[src/rtl/fc_pkg.sv]
// Shared widths, saturation limits, FSM state type and saturate helper
// for the fully-connected output stage.
package fc_pkg;
  localparam int DATA_W = 20;
  localparam int PROD_W = 40;
  localparam int ACC_W  = 48;
  localparam int FRAC   = 16;

  localparam logic [DATA_W-1:0] SAT_MAX = 20'h7FFFF;
  localparam logic [DATA_W-1:0] SAT_MIN = 20'h80000;

  typedef enum logic [2:0] {
    S_IDLE,
    S_FETCH,
    S_BIAS,
    S_WAIT0,
    S_WAIT1,
    S_WRITE,
    S_DONE
  } state_t;

  // Clamp a 32-bit signed value into the signed 4.16 data range.
  function automatic logic [DATA_W-1:0] saturate(input logic signed [31:0] v);
    logic signed [31:0] hi;
    logic signed [31:0] lo;
    hi = {{(32-DATA_W){SAT_MAX[DATA_W-1]}}, SAT_MAX};
    lo = {{(32-DATA_W){SAT_MIN[DATA_W-1]}}, SAT_MIN};
    if (v > hi) begin
      return SAT_MAX;
    end else if (v < lo) begin
      return SAT_MIN;
    end else begin
      return v[DATA_W-1:0];
    end
  endfunction
endpackage

[src/rtl/fc_mac.sv]
// Registered 4.16 x 4.16 product feeding a 48-bit accumulator; the sum is
// rounded half-up and saturated back to 4.16.
module fc_mac
  import fc_pkg::*;
(
  input  logic              clk,
  input  logic              reset,
  input  logic              clear,
  input  logic              in_valid,
  input  logic [DATA_W-1:0] a,
  input  logic [DATA_W-1:0] b,
  output logic [DATA_W-1:0] result
);

  logic [PROD_W-1:0] prod_q, prod_d;
  logic              prod_vld_q, prod_vld_d;
  logic [ACC_W-1:0]  acc_q, acc_d;
  logic [31:0]       rounded;

  // Operands are widened first so the unsigned multiply yields the exact signed 8.32 product.
  always_comb begin
    prod_vld_d = in_valid;
    prod_d     = prod_q;
    if (in_valid) begin
      prod_d = {{(PROD_W-DATA_W){a[DATA_W-1]}}, a} * {{(PROD_W-DATA_W){b[DATA_W-1]}}, b};
    end
    acc_d = acc_q;
    if (clear) begin
      acc_d = '0;
    end else if (prod_vld_q) begin
      acc_d = acc_q + {{(ACC_W-PROD_W){prod_q[PROD_W-1]}}, prod_q};
    end
    rounded = acc_q[ACC_W-1:FRAC] + {31'b0, acc_q[FRAC-1]};
    result  = saturate(rounded);
  end

  always_ff @(posedge clk or posedge reset) begin
    if (reset) begin
      prod_q     <= '0;
      prod_vld_q <= 1'b0;
      acc_q      <= '0;
    end else begin
      prod_q     <= prod_d;
      prod_vld_q <= prod_vld_d;
      acc_q      <= acc_d;
    end
  end

endmodule

[src/rtl/fc_layer.sv]
// Fully-connected output stage: NUM_OUT dot products over the flattened
// layer-1 map, with per-output bias, rounding, saturation and optional ReLU.
module fc_layer
  import fc_pkg::*;
#(
  parameter int NUM_IN  = 1024,
  parameter int NUM_OUT = 10,
  parameter int RELU    = 0
) (
  input  logic              clk,
  input  logic              reset,
  input  logic              start,
  output logic              busy,
  output logic              done,
  output logic              l1_rd,
  output logic [9:0]        l1_addr,
  input  logic [DATA_W-1:0] l1_data,
  output logic              w_rd,
  output logic [13:0]       w_addr,
  input  logic [DATA_W-1:0] w_data,
  output logic              fc_wr,
  output logic [3:0]        fc_addr,
  output logic [DATA_W-1:0] fc_data
);

  localparam int J_W = $clog2(NUM_IN);

  state_t            state_q, state_d;
  logic [J_W-1:0]    j_q, j_d;
  logic [3:0]        o_q, o_d;
  logic              start_q, start_d;
  logic              data_vld_q, data_vld_d;
  logic [DATA_W-1:0] bias_q, bias_d;

  logic              busy_q, busy_d, done_q, done_d;
  logic              l1_rd_q, l1_rd_d, w_rd_q, w_rd_d, fc_wr_q, fc_wr_d;
  logic [9:0]        l1_addr_q, l1_addr_d;
  logic [13:0]       w_addr_q, w_addr_d;
  logic [3:0]        fc_addr_q, fc_addr_d;
  logic [DATA_W-1:0] fc_data_q, fc_data_d;

  logic              mac_clear;
  logic [DATA_W-1:0] mac_result, biased, final_res;
  logic [31:0]       bias_sum;

  assign mac_clear = (state_q == S_FETCH) && (j_q == '0);

  fc_mac u_mac (
    .clk      (clk),
    .reset    (reset),
    .clear    (mac_clear),
    .in_valid (data_vld_q),
    .a        (l1_data),
    .b        (w_data),
    .result   (mac_result)
  );

  always_comb begin
    bias_sum  = {{(32-DATA_W){mac_result[DATA_W-1]}}, mac_result}
              + {{(32-DATA_W){bias_q[DATA_W-1]}}, bias_q};
    biased    = saturate(bias_sum);
    final_res = (RELU != 0 && biased[DATA_W-1]) ? '0 : biased;
  end

  // Outputs are registered from the next state, so they line up with state_q each cycle.
  always_comb begin
    state_d    = state_q;
    j_d        = j_q;
    o_d        = o_q;
    start_d    = start && (state_q == S_IDLE) && !start_q;
    data_vld_d = l1_rd_q;
    bias_d     = (state_q == S_WAIT0) ? w_data : bias_q;
    done_d     = 1'b0;
    l1_rd_d    = 1'b0;
    l1_addr_d  = '0;
    w_rd_d     = 1'b0;
    w_addr_d   = '0;
    fc_wr_d    = 1'b0;
    fc_addr_d  = '0;
    fc_data_d  = '0;
    case (state_q)
      S_IDLE: begin
        if (start_q) begin
          state_d = S_FETCH;
          j_d     = '0;
          o_d     = '0;
        end
      end
      S_FETCH: begin
        if (j_q == J_W'(NUM_IN - 1)) begin
          state_d  = S_BIAS;
          w_rd_d   = 1'b1;
          w_addr_d = 14'(NUM_OUT * NUM_IN + int'(o_q));
        end else begin
          j_d = j_q + 1'b1;
        end
      end
      S_BIAS:  state_d = S_WAIT0;
      S_WAIT0: state_d = S_WAIT1;
      S_WAIT1: begin
        state_d   = S_WRITE;
        fc_wr_d   = 1'b1;
        fc_addr_d = o_q;
        fc_data_d = final_res;
      end
      S_WRITE: begin
        if (o_q == 4'(NUM_OUT - 1)) begin
          state_d = S_DONE;
          done_d  = 1'b1;
          o_d     = '0;
        end else begin
          state_d = S_FETCH;
          o_d     = o_q + 1'b1;
          j_d     = '0;
        end
      end
      S_DONE:  state_d = S_IDLE;
      default: state_d = S_IDLE;
    endcase
    if (state_d == S_FETCH) begin
      l1_rd_d   = 1'b1;
      l1_addr_d = 10'(j_d);
      w_rd_d    = 1'b1;
      w_addr_d  = 14'(int'(o_d) * NUM_IN + int'(j_d));
    end
    busy_d = (state_d != S_IDLE) && (state_d != S_DONE);
  end

  always_ff @(posedge clk or posedge reset) begin
    if (reset) begin
      state_q    <= S_IDLE;
      j_q        <= '0;
      o_q        <= '0;
      start_q    <= 1'b0;
      data_vld_q <= 1'b0;
      bias_q     <= '0;
      busy_q     <= 1'b0;
      done_q     <= 1'b0;
      l1_rd_q    <= 1'b0;
      l1_addr_q  <= '0;
      w_rd_q     <= 1'b0;
      w_addr_q   <= '0;
      fc_wr_q    <= 1'b0;
      fc_addr_q  <= '0;
      fc_data_q  <= '0;
    end else begin
      state_q    <= state_d;
      j_q        <= j_d;
      o_q        <= o_d;
      start_q    <= start_d;
      data_vld_q <= data_vld_d;
      bias_q     <= bias_d;
      busy_q     <= busy_d;
      done_q     <= done_d;
      l1_rd_q    <= l1_rd_d;
      l1_addr_q  <= l1_addr_d;
      w_rd_q     <= w_rd_d;
      w_addr_q   <= w_addr_d;
      fc_wr_q    <= fc_wr_d;
      fc_addr_q  <= fc_addr_d;
      fc_data_q  <= fc_data_d;
    end
  end

  assign busy    = busy_q;
  assign done    = done_q;
  assign l1_rd   = l1_rd_q;
  assign l1_addr = l1_addr_q;
  assign w_rd    = w_rd_q;
  assign w_addr  = w_addr_q;
  assign fc_wr   = fc_wr_q;
  assign fc_addr = fc_addr_q;
  assign fc_data = fc_data_q;

endmodule

[config.mk]
export PLATFORM = sky130hd
export DESIGN_NAME = fc_layer
export DESIGN_NICKNAME = d
export VERILOG_FILES = /design/src/rtl/fc_pkg.sv /design/src/rtl/fc_mac.sv /design/src/rtl/fc_layer.sv
export SDC_FILE = /design/constraint.sdc
export NUM_CORES = 2
export LEC_CHECK = 0
export BUFFER_PORTS_ARGS = -buffer_cell sky130_fd_sc_hd__buf_2
export CAP_MARGIN = 5
export CORE_ASPECT_RATIO = 1.75
export CORE_MARGIN = 5
export CORE_UTILIZATION = 55
export CTS_CLUSTER_SIZE = 16
export DETAILED_ROUTE_END_ITERATION = 10
export PLACE_DENSITY_LB_ADDON = 0.2
export SYNTH_ARGS = -nofsm -noshare
export SYNTH_HDL_FRONTEND = slang
export SYNTH_SLANG_ARGS = --single-unit
[constraint.sdc]
create_clock -name clk -period 7.9 [get_ports clk]
set_clock_uncertainty 0.05 [all_clocks]
set_input_delay 0.395 -clock clk [delete_from_list [all_inputs] [get_ports clk]]
set_output_delay 0.395 -clock clk [all_outputs]
set_load 0.005 [all_outputs]
==> results.yml <==
drt:
  first_pass_iters: 5
  routedWlPerCell_um: 20.6
  vias: 19280
  routed_wl_mm: 69.0
  viasPerCell: 5.75
  initialDrtViolationCount: 1002
  drcViolationCount: 0
  ant_nets: 0
clock_tree:
  cts_resized: 0
  cts_hold_buf: 1
  clock-sinks: 175
  clock_latency_ps: 450
  numCtsBuffers: 17
  clk_pin_slew_ps: 80
  post_cts_buffers: 0
  ctsRootBufferMaster: "clkbuf_16"
  cts_tree: "built"
  h-tree-depth: 4
  clockBufferDepth: 2
logic_synthesis:
  syn_inst: 2707
  synth.distinct_cells: 81
  ys_seq_area_share_pct: 17.1
  ys_ff_latch: 175
  synth_fp_nets: 3352
  yosysWarnings: 0
  syn_area_sq_um: 25600
  syn_area_per_cell_sq_um: 9.44
  ys.flop_type: "dfrtp_1"
  synth_edf_count: 0
  async_reset_ff_share_pct: 100
global_routing:
  grt_max_degree: 71
  grt_pass1_vias: 21187
  grt_antenna_before_repair: 3
  grt_pass1_wl_mm: 111
  track_usage_pct: 27.7
  grt-ovfl-total: 0
worst_setup_path:
  crit_path_start_kind: "input pin"
  worstPathArrival_ps: 7650
  endpoint: "u_mac.prod_q[38]"
  critPathKind: "in2reg"
  worstSetupStartpoint: "w_data[3]"
  endpoint_kind: "flip-flop"
  timing.rr.end: "fc_data[6]"
  cp.required_ps: 8180
  worstReg2RegStart: "u_mac.acc_q[22]"
  rr_worst_depth: 22
  r2r_slack_ps: 950
  cp_max_fo: 21
placement:
  place_congestion: 0.928
  dp_hpwl_mm: 56.9
  io_buffers: 95
sta:
  fmax_ghz: 0.136
  grt_setup_unrepaired: "no"
  slew_viol_final: 0
  hold_violations: 0
  relSlewSlack_pct: 29.1
  period_share_pct: 93.2
  period_needed_ps: 7370
  setup_viol: 0
  setup_tns_ps: 0
  worst_pin_slew_ps: 1060
final_layout:
  n_fill_cell: 4053
  layout.nets: 3398
  drive_above_1_share_pct: 9.66
  syn_to_final_growth_pct: 6.61
outcome:
  status: "finished, final reports clean"
floorplan:
  start_util_pct: 55.5
  ios: 96
  core_sq_um: 46100
  die_h_um: 295
  die-width_um: 173
  die_area_sq_um: 51000
  row_count: 104
run:
  cap_violations: 0
min_path:
  hold_class: "in2reg"
placed cells by master (no fill, tap or decap), drive strengths merged, types with 17 or more instances in the layout:
cell,synthesis,routed
a21o,57,57
ha,180,180
clkbuf,105,21
mux2i,39,39
mux2,49,49
o21ai,99,99
and2,177,177
nor2,113,113
xnor2,84,84
xor2,47,47
nor3,17,17
nand2,298,298
and3,18,18
dfrtp,175,175
inv,449,455
nand3,35,35
fa,422,422
nand2b,29,29
buf,15,146
a21oi,113,113
area by class of cell:
cell class	count	area, sq um	share of cell area [%]
clock buffer	21	460	1.69
tap	583	729	2.68
clock inverter	10	98.8	0.363
multi-input combinational	1963	19000	69.7
antenna	3	7.51	0.0276
timing repair buffer	147	881	3.23
sequential	175	4380	16.1
inverter	449	1690	6.20
Yosys cell counts, types with 16 or more instances:
cell type	count	area, sq um
ha_1	180	2250
a21o_1	54	405
fa_1	422	8450
nand2_1	298	1120
dfrtp_1	175	4380
and2_1	176	1100
nor3_1	16	80.1
nand2b_1	29	181
nand3_1	34	170
xnor2_1	84	736
nor2_1	113	424
xor2_1	46	403
and3_1	18	113
a21oi_1	112	561
mux2_2	49	552
inv_1	449	1690
mux2i_1	39	390
clkbuf_1	105	394
o21ai_0	84	420
routing by layer:
layer / vias up / part of all wire [%] / global-route usage (%)
met4: 2 / 6.7 / 15.8
met2: 632 / 55 / 53.7
met3: 231 / 4.1 / 2.89
li1: 8665 / - / -
met1: 9750 / 35 / 28.9
met5: - / 0.019 / 0
cell families (layout without fill, tap and decap cells):
group	count (synthesis)	after routing	share of synthesized area (%)
and+or+nand+nor	755	755	14.6
adders and majority gates	602	602	41.9
buffers and inverters	569	627	8.54
AOI/OAI and AO/OA	387	387	9.64
DFF	175	175	17.1
xor gates and xnor gates	131	131	4.52
muxes	88	88	3.69
other	0	3	0
sequential cells by signal (all words and copies together), names as in the netlist:
signal,count
w_addr,14
l1_rd,1
fc_data,20
bias_q,20
u_mac.prod_q,40
w_rd,1
start_q,1
state_q,3
busy,1
fc_wr,1
u_mac.acc_q,48
data_vld_q,1
done,1
u_mac.prod_vld_q,1
l1_addr,4
o_q,4
fc_addr,4
j_q,10
through the flow:
step	setup slack (ps)	cell area (sq um)	cells	util (%)	hold WS, ps
3_3_place_gp	145	26700	3316	57.9	307
5_1_grt	262	27200	3350	59.1	146
2_1_floorplan	813	25600	2707	-	320
6_report	534	27200	3351	59.1	153
3_5_place_dp	48.0	26700	3316	57.9	315
4_1_cts	511	27200	3348	59.1	138
how the worst min path moves through the flow:
stage | startpoint | to | slack, ps | cells past startpoint
after floorplan | data_vld_q | u_mac.prod_vld_q | 320 | 0
after global placement | l1_rd | data_vld_q | 310 | 0
after detailed placement | l1_rd | data_vld_q | 310 | 0
after CTS | start | start_q | 140 | 2
after global routing | start | start_q | 150 | 2
final | start | start_q | 150 | 2
critical path, stage by stage:
cell	delay (ps)
buf_2	480
nand2_1	170
fa_1	550
inv_1	60
fa_1	490
fa_1	510
fa_1	510
inv_1	50
fa_1	480
inv_1	60
fa_1	500
fa_1	500
ha_1	390
a21oi_1	220
a21oi_1	100
or3_1	370
a21oi_1	360
a21oi_1	130
nor4_1	360
buf_4	190
o21ai_0	110
a41oi_1	260
xnor2_1	90
mux2_2	260
Power is not shown: default switching activity piles up to over one toggle a cycle in this logic, so the estimate is an artifact.
